File: src/rtl/hazard_stall_unit_pkg.sv
// Shared opcode/funct encodings and instruction classification for the ID-stage hazard logic.
package hazard_pkg;

  localparam logic [5:0] OP_SPECIAL = 6'h00;
  localparam logic [5:0] OP_LW      = 6'h23;
  localparam logic [5:0] OP_SW      = 6'h2B;

  localparam logic [5:0] F_MFHI  = 6'h10;
  localparam logic [5:0] F_MFLO  = 6'h12;
  localparam logic [5:0] F_MULT  = 6'h18;
  localparam logic [5:0] F_MULTU = 6'h19;
  localparam logic [5:0] F_DIV   = 6'h1A;
  localparam logic [5:0] F_DIVU  = 6'h1B;

  localparam int MDU_LAT_DEF = 32;

  typedef enum logic [1:0] {
    CLS_OTHER   = 2'd0,
    CLS_MULDIV  = 2'd1,
    CLS_HILO_RD = 2'd2
  } inst_cls_e;

  function automatic inst_cls_e classify(input logic [31:0] inst);
    inst_cls_e cls;
    cls = CLS_OTHER;
    if (inst[31:26] == OP_SPECIAL) begin
      if (inst[5:0] == F_MULT || inst[5:0] == F_MULTU ||
          inst[5:0] == F_DIV  || inst[5:0] == F_DIVU)
        cls = CLS_MULDIV;
      else if (inst[5:0] == F_MFHI || inst[5:0] == F_MFLO)
        cls = CLS_HILO_RD;
    end
    return cls;
  endfunction

endpackage

File: src/rtl/hazard_stall_unit_if.sv
// ID-stage hazard bus: decoded ID instruction and EX branch outcome in, pipeline control out.
interface hazard_stall_unit_if #(
  parameter int PERF_W = 32
);
  logic              id_valid;
  logic [31:0]       id_inst;
  logic [4:0]        id_rd;
  logic              id_is_load;
  logic              id_uses_rs;
  logic              id_uses_rt;
  logic              ex_br_taken;
  logic              stall_pc;
  logic              stall_if_id;
  logic              bubble_id_ex;
  logic              flush_if_id;
  logic              mdu_busy;
  logic [PERF_W-1:0] perf_stall_cnt;

  modport master (
    output id_valid, id_inst, id_rd, id_is_load, id_uses_rs, id_uses_rt, ex_br_taken,
    input  stall_pc, stall_if_id, bubble_id_ex, flush_if_id, mdu_busy, perf_stall_cnt
  );

  modport slave (
    input  id_valid, id_inst, id_rd, id_is_load, id_uses_rs, id_uses_rt, ex_br_taken,
    output stall_pc, stall_if_id, bubble_id_ex, flush_if_id, mdu_busy, perf_stall_cnt
  );
endinterface

File: src/rtl/hazard_stall_unit_mdu_busy_timer.sv
// MUL/DIV busy timer. The issue cycle counts as the first busy cycle, so busy is seen by
// the following MDU_LAT-1 cycles and a waiting consumer issues exactly MDU_LAT cycles later.
module mdu_busy_timer #(
  parameter int MDU_LAT = 32
) (
  input  logic clk,
  input  logic rst_n,
  input  logic i_start,
  output logic o_busy
);
  localparam int CNT_W = (MDU_LAT > 1) ? $clog2(MDU_LAT) : 1;
  localparam logic [CNT_W-1:0] LOAD_VAL = CNT_W'(MDU_LAT - 1);
  localparam logic [0:0] ST_IDLE = 1'b0;
  localparam logic [0:0] ST_BUSY = 1'b1;

  logic [0:0]       r_state;
  logic [CNT_W-1:0] r_count;

  always_ff @(posedge clk or negedge rst_n) begin
    if (!rst_n) begin
      r_state <= ST_IDLE;
      r_count <= '0;
    end else begin
      case (r_state)
        ST_IDLE: begin
          if (i_start && (MDU_LAT > 1)) begin
            r_state <= ST_BUSY;
            r_count <= LOAD_VAL;
          end
        end
        ST_BUSY: begin
          r_count <= r_count - CNT_W'(1);
          if (r_count == CNT_W'(1))
            r_state <= ST_IDLE;
        end
        default: r_state <= ST_IDLE;
      endcase
    end
  end

  assign o_busy = (r_state == ST_BUSY);
endmodule

File: src/rtl/hazard_stall_unit.sv
// ID-stage stall/flush control: load-use detection, MUL/DIV busy interlock and branch flush,
// plus a saturating count of PC-stall cycles.
module hazard_stall_unit
  import hazard_pkg::*;
#(
  parameter int MDU_LAT = MDU_LAT_DEF,
  parameter int PERF_W  = 32
) (
  input  logic               clk,
  input  logic               rst_n,
  hazard_stall_unit_if.slave bus
);
  logic [4:0]        r_ex_rd;
  logic              r_ex_load;
  logic [PERF_W-1:0] r_perf;

  logic [4:0] w_rs;
  logic [4:0] w_rt;
  inst_cls_e  w_cls;
  logic       w_mdu_busy;
  logic       w_load_use;
  logic       w_mdu_hz;
  logic       w_stall;
  logic       w_br;
  logic       w_stall_out;
  logic       w_bubble;
  logic       w_mdu_start;

  assign w_rs  = bus.id_inst[25:21];
  assign w_rt  = bus.id_inst[20:16];
  assign w_cls = classify(bus.id_inst);

  // Only a load in EX needs a stall; every other RAW case is covered by forwarding.
  assign w_load_use = r_ex_load && (r_ex_rd != 5'd0) &&
                      ((bus.id_uses_rs && (w_rs == r_ex_rd)) ||
                       (bus.id_uses_rt && (w_rt == r_ex_rd)));
  assign w_mdu_hz   = bus.id_valid && w_mdu_busy && (w_cls != CLS_OTHER);
  assign w_stall    = bus.id_valid && (w_load_use || w_mdu_hz);

  // Flush wins over stall; gating with rst_n keeps every output quiet while reset is held.
  assign w_br        = bus.ex_br_taken && rst_n;
  assign w_stall_out = w_stall && !w_br;
  assign w_bubble    = w_br || w_stall_out;
  assign w_mdu_start = bus.id_valid && (w_cls == CLS_MULDIV) && !w_stall && !w_br;

  mdu_busy_timer #(.MDU_LAT(MDU_LAT)) u_mdu_timer (
    .clk     (clk),
    .rst_n   (rst_n),
    .i_start (w_mdu_start),
    .o_busy  (w_mdu_busy)
  );

  always_ff @(posedge clk or negedge rst_n) begin
    if (!rst_n) begin
      r_ex_rd   <= 5'd0;
      r_ex_load <= 1'b0;
    end else if (w_bubble || !bus.id_valid) begin
      r_ex_rd   <= 5'd0;
      r_ex_load <= 1'b0;
    end else begin
      r_ex_rd   <= bus.id_rd;
      r_ex_load <= bus.id_is_load;
    end
  end

  always_ff @(posedge clk or negedge rst_n) begin
    if (!rst_n)
      r_perf <= '0;
    else if (w_stall_out && (r_perf != {PERF_W{1'b1}}))
      r_perf <= r_perf + PERF_W'(1);
  end

  assign bus.stall_pc       = w_stall_out;
  assign bus.stall_if_id    = w_stall_out;
  assign bus.bubble_id_ex   = w_bubble;
  assign bus.flush_if_id    = w_br;
  assign bus.mdu_busy       = w_mdu_busy;
  assign bus.perf_stall_cnt = r_perf;
endmodule

File: src/flat_wrapper.sv
// flat-port wrapper written by rule: the top's interface ports become plain ports
module hazard_stall_unit_flat import hazard_pkg::*;
#(
  parameter int MDU_LAT = MDU_LAT_DEF,
  parameter int PERF_W  = 32
)
  (clk, rst_n, bus_id_valid, bus_id_inst, bus_id_rd, bus_id_is_load, bus_id_uses_rs, bus_id_uses_rt, bus_ex_br_taken, bus_stall_pc, bus_stall_if_id, bus_bubble_id_ex, bus_flush_if_id, bus_mdu_busy, bus_perf_stall_cnt);
  hazard_stall_unit_if #(.PERF_W(PERF_W)) bus_i ();
  input  logic clk;
  input  logic rst_n;
  input wire logic [$bits(bus_i.id_valid)-1:0] bus_id_valid;
  input wire logic [$bits(bus_i.id_inst)-1:0] bus_id_inst;
  input wire logic [$bits(bus_i.id_rd)-1:0] bus_id_rd;
  input wire logic [$bits(bus_i.id_is_load)-1:0] bus_id_is_load;
  input wire logic [$bits(bus_i.id_uses_rs)-1:0] bus_id_uses_rs;
  input wire logic [$bits(bus_i.id_uses_rt)-1:0] bus_id_uses_rt;
  input wire logic [$bits(bus_i.ex_br_taken)-1:0] bus_ex_br_taken;
  output wire logic [$bits(bus_i.stall_pc)-1:0] bus_stall_pc;
  output wire logic [$bits(bus_i.stall_if_id)-1:0] bus_stall_if_id;
  output wire logic [$bits(bus_i.bubble_id_ex)-1:0] bus_bubble_id_ex;
  output wire logic [$bits(bus_i.flush_if_id)-1:0] bus_flush_if_id;
  output wire logic [$bits(bus_i.mdu_busy)-1:0] bus_mdu_busy;
  output wire logic [$bits(bus_i.perf_stall_cnt)-1:0] bus_perf_stall_cnt;
  assign bus_i.id_valid = bus_id_valid;
  assign bus_i.id_inst = bus_id_inst;
  assign bus_i.id_rd = bus_id_rd;
  assign bus_i.id_is_load = bus_id_is_load;
  assign bus_i.id_uses_rs = bus_id_uses_rs;
  assign bus_i.id_uses_rt = bus_id_uses_rt;
  assign bus_i.ex_br_taken = bus_ex_br_taken;
  assign bus_stall_pc = bus_i.stall_pc;
  assign bus_stall_if_id = bus_i.stall_if_id;
  assign bus_bubble_id_ex = bus_i.bubble_id_ex;
  assign bus_flush_if_id = bus_i.flush_if_id;
  assign bus_mdu_busy = bus_i.mdu_busy;
  assign bus_perf_stall_cnt = bus_i.perf_stall_cnt;
  hazard_stall_unit #(.MDU_LAT(MDU_LAT), .PERF_W(PERF_W)) u_core (.clk(clk), .rst_n(rst_n), .bus(bus_i));
endmodule
File: config.mk
export PLATFORM = sky130hd
export DESIGN_NAME = hazard_stall_unit_flat
export DESIGN_NICKNAME = d
export VERILOG_FILES = /design/src/rtl/hazard_stall_unit_pkg.sv /design/src/rtl/hazard_stall_unit_if.sv /design/src/rtl/hazard_stall_unit_mdu_busy_timer.sv /design/src/rtl/hazard_stall_unit.sv /design/src/flat_wrapper.sv
export SDC_FILE = /design/constraint.sdc
export NUM_CORES = 1
export LEC_CHECK = 0
export ABC_AREA = 1
export CORE_MARGIN = 2
export CORE_UTILIZATION = 40
export DETAILED_ROUTE_END_ITERATION = 10
export GPL_TIMING_DRIVEN = 0
export PLACE_DENSITY = 0.7
export SLEW_MARGIN = 5
export SYNTH_ARGS = -nofsm -noshare
export SYNTH_HDL_FRONTEND = slang
export SYNTH_SLANG_ARGS = --single-unit
File: constraint.sdc
create_clock -name clk -period 3.4 [get_ports clk]
set_input_delay 1.02 -clock clk [delete_from_list [all_inputs] [get_ports clk]]
set_output_delay 1.02 -clock clk [all_outputs]
set_load 0.01 [all_outputs]
==> metrics.txt, run 1 <==
Worst-Skew Late Latency 0.29 ns; most frequent cells in the layout nand2_1, nand3_1, clkdlybuf4s50_1; Via Count between 3000 and 4000; fin crit period between 3 and 4 ns; fin cells roughly 620; Critical Path End Type output port; Mapped Nets around 480; layout cells sized above 1 under 10%; critical path depth 9; grt total ovfl 0; Synth Register Bits between 40 and 50; Netlist Area Pre-Place between 2000 and 3000 um2; Slew @ Worst Pin 0.327 ns; dpl cells 607; pin count of the biggest net entering global routing 25; crit path kind primary input to output port; drt via density roughly 4.9; part of the power in registers 48.1%; Sw Ratio 29.0%; Worst slew margin 78.0%; TritonCTS clock tree done; CP most frequent cell buf_6; num ports 81; total CTS buffers 5; core area approximately 7000 um2; Antenna Cells 0; Synth area leader dfrtp_1; clock sink count 44; DR WL/cell approximately 13 um; Routed Antenna Nets 0; die area just over 8000 um2; CTS HTree Levels 2; Psw ~0.37 mW; maximum VDD drop around 0.00017 V; global-route usage over all layers about a fifth; Post-DP HPWL about 6000 um; WP data arrival approximately 2.3 ns; setup violators final 0; Area growth syn-to-layout 34.3%; commonest non-fill, non-tap cell in the layout nand2_1; Clock Pin Slew Worst Setup and Hold Paths around 0.080 ns; final core utilization 55.3%; Clock power frac a little under a third; number of nets in the layout ~560; outcome finished, final reports clean; Clock Skews between 0.005 and 0.006 ns; PwrDens roughly 320 nW/um2; top cells by area, synth dfrtp_1, nand2_1, nand3_1; post-route DRC violation count 0; std cell rows 31; leakage a little over 2 nW; post-route cell area around 4000 um2; fill count ~740; Synth Instances about 440; fin crit share around 99%; setup ws final about 0.042 ns; max-slew violation count 0; warnings from Yosys 0; Worst EP required between 2 and 2.5 ns; vias in the first global route between 3000 and 4000; Avg Cell Area, Syn approximately 6.8 um2; RePlAce Congestion 0.920; area fraction of the dominant cell type after synthesis 37.0%; pre-CTS setup slack -0.835 ns; worst path cell trace clkdlybuf4s50_1 > inv_2 > nor3_4 > o2111ai_2 > nand2_2 > nand2_4 > nor2_8 > buf_6 > buf_6; DP Area 3810 um2; clock buffer depth 2; CP top delay family buffers and inverters; Final Total Pwr 1.27 mW; Logic pwr share about a fifth; crit path max fanout 4; startpoint types primary input; Hold Crit Depth 2; Initial Util between 40 and 50%; Max stage delay on crit path between 0.4 and 0.5 ns; max-cap viol count 0; DRT Pass-1 Iters 5; die height around 90 um; Hold Path Class flop to flop; post-synthesis sequential area ratio 37.0%; Die Wd around 90 um; Fmax a little under 0.3 GHz; worst r2r path cells 14; unrepaired setup endpoints after global routing yes; first-pass GRT wire length 13800 um; Crit-path slowest cell clkdlybuf4s50_1; Root Driver clkbuf_8; total wire length just under 8000 um; internal power slightly above 0.9 mW; Hold Vio Cnt, Final 0; Yosys cell types 28; Initial DRC Count 131; initial antenna violation count 0; number of I/O port buffers 70; critical path buffer and inverter count 4
## tightest hold or removal path: cells and delay by family, from the launching register on
family	cells	cell delay, ns
and+or+nand+nor	2	0.14
DFF	1	0.36
## sequential cells by signal, indices dropped and copies added (netlist names)
name                        cells
u_core.r_ex_rd                  5
u_core.bus.perf_stall_cnt      32
u_core.r_ex_load                1
u_core.u_mdu_timer.r_count      5
u_core.u_mdu_timer.o_busy       1
## routing by layer
| metal | routed length (um) | part of all wire [%] | track usage [%] | up-vias |
|---|---|---|---|---|
| met5 | 0 | 0 | 0 | - |
| met4 | 139 | 1.8 | 4.23 | 0 |
| met3 | 404 | 5.1 | 4.11 | 14 |
| met2 | 3710 | 47 | 33.8 | 91 |
| met1 | 3660 | 46 | 26.7 | 1375 |
| li1 | - | - | - | 1523 |
## synth_stat cells, drive strengths merged
cell type  count
o21ai          3
xor2          19
o21bai         1
a21oi          3
buf           10
nand4          5
nor3          12
and3           1
and2           1
xnor2         12
dfrtp         44
inv           50
o2111ai        1
nand2        162
nor2          54
nor4           3
o211ai         1
nand3         52
ha             3
## through the flow
step | setup TNS [ns] | hold slack, ns
final | 0 | 0.531
after global routing | -0.0732 | 0.549
after CTS | -0.0163 | 0.533
after detailed placement | -2.04 | 0.512
after global placement | -36.10 | 0.498
after floorplan | 0 | 0.476
## worst paths after layout
path | start | end | slack [ns]
max | bus_id_inst[4] | bus_stall_pc | 0.04
min | u_core.u_mdu_timer.r_count[1] | u_core.u_mdu_timer.r_count[1] | 0.53
max reg2reg | u_core.r_ex_rd[1] | u_core.bus.perf_stall_cnt[29] | 1.34
min reg2reg | u_core.u_mdu_timer.r_count[1] | u_core.u_mdu_timer.r_count[1] | 0.53
max in group asynchronous | rst_n | u_core.bus.perf_stall_cnt[16] | 2.38
min in group asynchronous | rst_n | u_core.bus.perf_stall_cnt[31] | 0.60
## layout make-up
type,count,area [um2],area share (%)
buffer,9,72.6,1.82
clock buffer,6,72.6,1.82
clock inverter,2,35.0,0.878
inverter,50,188,4.70
multi-input combinational,333,1650,41.3
sequential,44,1100,27.6
tap,99,124,3.10
timing repair buffer,74,748,18.7
## kinds of logic after synthesis
kind of cell             count (synthesis)  share of synthesized area, %
buffers and inverters                   60                          8.80
flip-flops                              44                          37.0
XOR/XNOR                                31                          9.13
AND/OR/NAND/NOR                        290                          42.0
AO/OA/AOI/OAI                            9                          1.81
adder cells (fa/ha/maj)                  3                          1.26
## power groups by stage
stage          combinational, mW  sequential, mW  clock (mW)
2_1_floorplan              0.157           0.615           0
3_3_place_gp               0.254           0.621           0
3_5_place_dp               0.266           0.623           0
4_1_cts                    0.266           0.614       0.410
5_1_grt                    0.308           0.622       0.429
6_report                   0.265           0.613       0.397
## what timing repair did
item | in CTS | in global routing
pin swaps | 14 | 14
setup endpoints to repair | 4 | 4
buffers inserted | 3 | 0
resized for setup | 30 | 15
endpoints found under the hold margin | 0 | 0
hold buffers | 0 | 0
No activity file was read; power rests on OpenSTA's default activity.
==> run 2: changes to the inputs <==
--- a/config.mk
+++ b/config.mk
@@ -14,4 +14,5 @@
 export SLEW_MARGIN = 5
 export SYNTH_ARGS = -nofsm -noshare
 export SYNTH_HDL_FRONTEND = slang
+export SYNTH_HIERARCHICAL = 1
 export SYNTH_SLANG_ARGS = --single-unit
==> metrics.txt, run 2 <==
WP data arrival 2.34 ns (about the same); Psw 0.264 mW (was 0.370 mW); startpoint types primary input (unchanged); Sw Ratio 24.7% (was 29.0%); internal power 0.806 mW (was 0.905 mW); initial antenna violation count 0 (unchanged); Max stage delay on crit path 0.55 ns (was 0.47 ns); PwrDens 262 nW/um2 (was 319 nW/um2); Synth Register Bits 44 (unchanged); vias in the first global route 3242 (was 3013); Hold Worst Slack 0.525 ns (was 0.531 ns); proportion of synthesized area in mux cells 0% (unchanged); Netlist Area Pre-Place 3080 um2 (was 2970 um2); clock sink count 44 (unchanged); worst path cell trace clkdlybuf4s50_1 > nand2_4 > inv_1 > clkdlybuf4s50_1 (was clkdlybuf4s50_1 > inv_2 > nor3_4 > o2111ai_2 > nand2_2 > nand2_4 > nor2_8 > buf_6 > buf_6); Slew @ Worst Pin 0.527 ns (was 0.327 ns); RePlAce Congestion 0.938 (was 0.920); Routed Antenna Nets 0 (unchanged); grt total ovfl 0 (unchanged); Area growth syn-to-layout 32.8% (was 34.3%); Synth area leader dfrtp_1 (unchanged); commonest non-fill, non-tap cell in the layout nand2_1 (unchanged); post-synthesis xor/xnor area fraction 4.55% (was 9.13%); crit path max fanout 9 (was 4); Worst-Skew Late Latency 0.29 ns (about the same); Hold Crit Start u_core/bus.perf_stall_cnt[23] (was u_core.u_mdu_timer.r_count[1]); maximum VDD drop 0.000132 V (was 0.000173 V); Main synth FF type dfrtp_1 (unchanged); Avg Cell Area, Syn 6.48 um2 (was 6.80 um2); core area 7610 um2 (was 7210 um2); Critical Path End Type output port (unchanged); Initial Util 40.5% (was 41.2%); Initial DRC Count 104 (was 131); simple-gate share of the synthesized area 48.2% (was 42.0%); DR WL/cell 13.3 um (was 12.8 um); Post-synth top cells nand2_1, nor2_1, inv_1, dfrtp_1, nand4_1 (was nand2_1, nand3_1, nor2_1, inv_1, dfrtp_1); Root Driver clkbuf_8 (unchanged); Clock Skews 0.00890 ns (was 0.00524 ns); Antenna Cells 0 (unchanged); num ports 81 (unchanged); number of nets in the layout 604 (was 564); R2R Path End u_core/bus.perf_stall_cnt[28] (was u_core.bus.perf_stall_cnt[29]); max FFs per register 32 (unchanged); Final TNS setup 0 ns (unchanged); DR WL met3 384 um (was 404 um); worst r2r path cells 10 (was 14); leakage 2.03 nW (was 2.05 nW); WHS Endpoint u_core/bus.perf_stall_cnt[23] (was u_core.u_mdu_timer.r_count[1]); global-route usage over all layers 21.4% (was 20.1%); Clock Pin Slew Worst Setup and Hold Paths 0.09 ns (was 0.08 ns); first-pass GRT wire length 14700 um (was 13800 um); DP Area 3920 um2 (was 3810 um2); Logic pwr share 11.1% (was 20.8%); total CTS buffers 5 (unchanged); Die Wd 91.8 um (was 90.2 um); most common cell in the netlist nand2_1 (unchanged); top sig layer met4 (unchanged); clock buffer depth 2 (unchanged); adder-cell share of the synthesized area 1.22% (was 1.26%); TritonCTS clock tree done (unchanged); fill count 786 (was 735); outcome finished, final reports clean (unchanged); most frequent cells in the layout nand2_1, nor2_1, inv_1 (was nand2_1, nand3_1, clkdlybuf4s50_1); Worst EP required 2.38 ns (about the same); post-route cell area 4090 um2 (was 3990 um2); crit path kind primary input to output port (unchanged); Multi-input gate area 1750 um2 (was 1650 um2); total wire length 8810 um (was 7920 um); Yosys cell types 26 (was 28); Fmax 0.298 GHz (about the same); number of I/O port buffers 69 (was 70); part of the power in registers 51.1% (was 48.1%); Mapped Nets 523 (was 484); Crit-path slowest cell clkdlybuf4s50_1 (unchanged); post-route DRC violation count 0 (unchanged); CTS HTree Levels 2 (unchanged); worst reg-to-reg setup slack 1.32 ns (was 1.34 ns); std cell rows 32 (was 31); max-cap viol count 0 (unchanged); Post-DP HPWL 6900 um (was 6110 um); largest family of logic cells by synthesized area simple AND/OR/NAND/NOR gates (unchanged); die height 91.8 um (was 90.2 um); Clock power frac 37.8% (was 31.1%); fin crit period 3.36 ns (about the same); warnings from Yosys 6 (was 0); EDFF count, synth 0 (unchanged); Hold Crit Depth 2 (unchanged); Worst slew margin 64.9% (was 78.0%); fraction of registers with async set/reset 100% (unchanged); setup violators final 0 (unchanged); top cells by area, synth dfrtp_1, nand2_1, nor2_1 (was dfrtp_1, nand2_1, nand3_1); R2R Path Start u_core/bus.perf_stall_cnt[0] (was u_core.r_ex_rd[1]); fin crit share 98.8% (about the same); CP Launch Point bus_ex_br_taken (was bus_id_inst[4]); layout cells sized above 1 8.96% (was 9.27%); Met1 Wirelength 4010 um (was 3660 um); Hold Vio Cnt, Final 0 (unchanged); hold_buf cts 0 (unchanged); storage element area 1100 um2 (unchanged); Synth Area in Compound Gates 1.34% (was 1.81%); CP most frequent cell clkdlybuf4s50_1 (was buf_6); DRT Pass-1 Iters 4 (was 5); max-slew violation count 0 (unchanged); drt via density 4.89 (was 4.87); area fraction of the dominant cell type after synthesis 35.7% (was 37.0%); pin count of the biggest net entering global routing 26 (was 25); die area 8430 um2 (was 8140 um2); post-synthesis sequential area ratio 35.7% (was 37.0%); Synth Instances 476 (was 437); Hold Path Class flop to flop (unchanged); Via Count 3226 (was 3003); metal2 WL 4340 um (was 3710 um)
[run 2: cell count changes in the layout (fill, tap and decap cells not counted), moves of 5 or more]
cell / delta
dlygate4sd2_1: +6
dlymetal6s2s_1: -5
inv_1: +6
nand2_1: +35
nand3_1: -35
nand3b_1: +8
nand4_1: +33
nor2_1: +18
nor3_1: -5
xnor2_1: -8
xor2_1: -7
[run 2: per-stage QoR]
step	power, mW	worst slack (ns)	util (%)	cells
floorplan	0.605	0.305	-	476
global placement	0.672	-2.41	51.3	647
detailed placement	0.679	-0.761	51.5	648
CTS	1.08	0.000595	53.2	657
global route	1.12	-0.0112	53.8	660
finish	1.07	0.0392	53.8	660
[run 2: final cells by class]
type                            count  share of cell area [%]
Multi-Input combinational cell    367                    42.8
Tap cell                          102                    3.12
Clock inverter                      3                    1.04
Timing Repair Buffer               74                    17.5
Sequential cell                    44                    26.9
Buffer                             13                    2.14
Inverter                           52                    4.77
Clock buffer                        5                    1.68
[run 2: worst max-delay path, delay by kind of cell]
family                 cells  cell delay (ns)
buffers and inverters      3             1.20
and+or+nand+nor            1             0.12
[run 2: repair_timing]
action                     in CTS  in global routing
gates resized for setup        40                  9
setup endpoints to repair       4                  4
pin swaps                      17                  5
buffers inserted                1                  3
[run 2: power groups by stage]
| stage | registers [mW] | logic, mW | clock network [mW] |
|---|---|---|---|
| 4_1_cts | 0.547 | 0.118 | 0.416 |
| 6_report | 0.547 | 0.119 | 0.405 |
| 3_3_place_gp | 0.557 | 0.115 | 0 |
| 3_5_place_dp | 0.558 | 0.121 | 0 |
| 5_1_grt | 0.550 | 0.134 | 0.440 |
| 2_1_floorplan | 0.556 | 0.0485 | 0 |
[run 2: per-layer routing]
metal,vias up,GRT usage [%]
li1,1656,-
met1,1483,26.8
met3,7,3.29
met4,0,3.86
met5,-,0
met2,80,39.3
[run 2: worst max path at each step]
stage	endpoint	cells past startpoint
4_1_cts	bus_stall_pc	9
2_1_floorplan	bus_stall_pc	8
6_report	bus_flush_if_id	4
3_5_place_dp	bus_stall_pc	10
5_1_grt	bus_stall_pc	8
3_3_place_gp	bus_bubble_id_ex	5
[run 2: cells by family after synthesis]
kind of cell             count (synthesis)
AND/OR/NAND/NOR                        341
buffers and inverters                   65
flip-flops                              44
XOR/XNOR                                16
AO/OA/AOI/OAI                            7
adder cells (fa/ha/maj)                  3
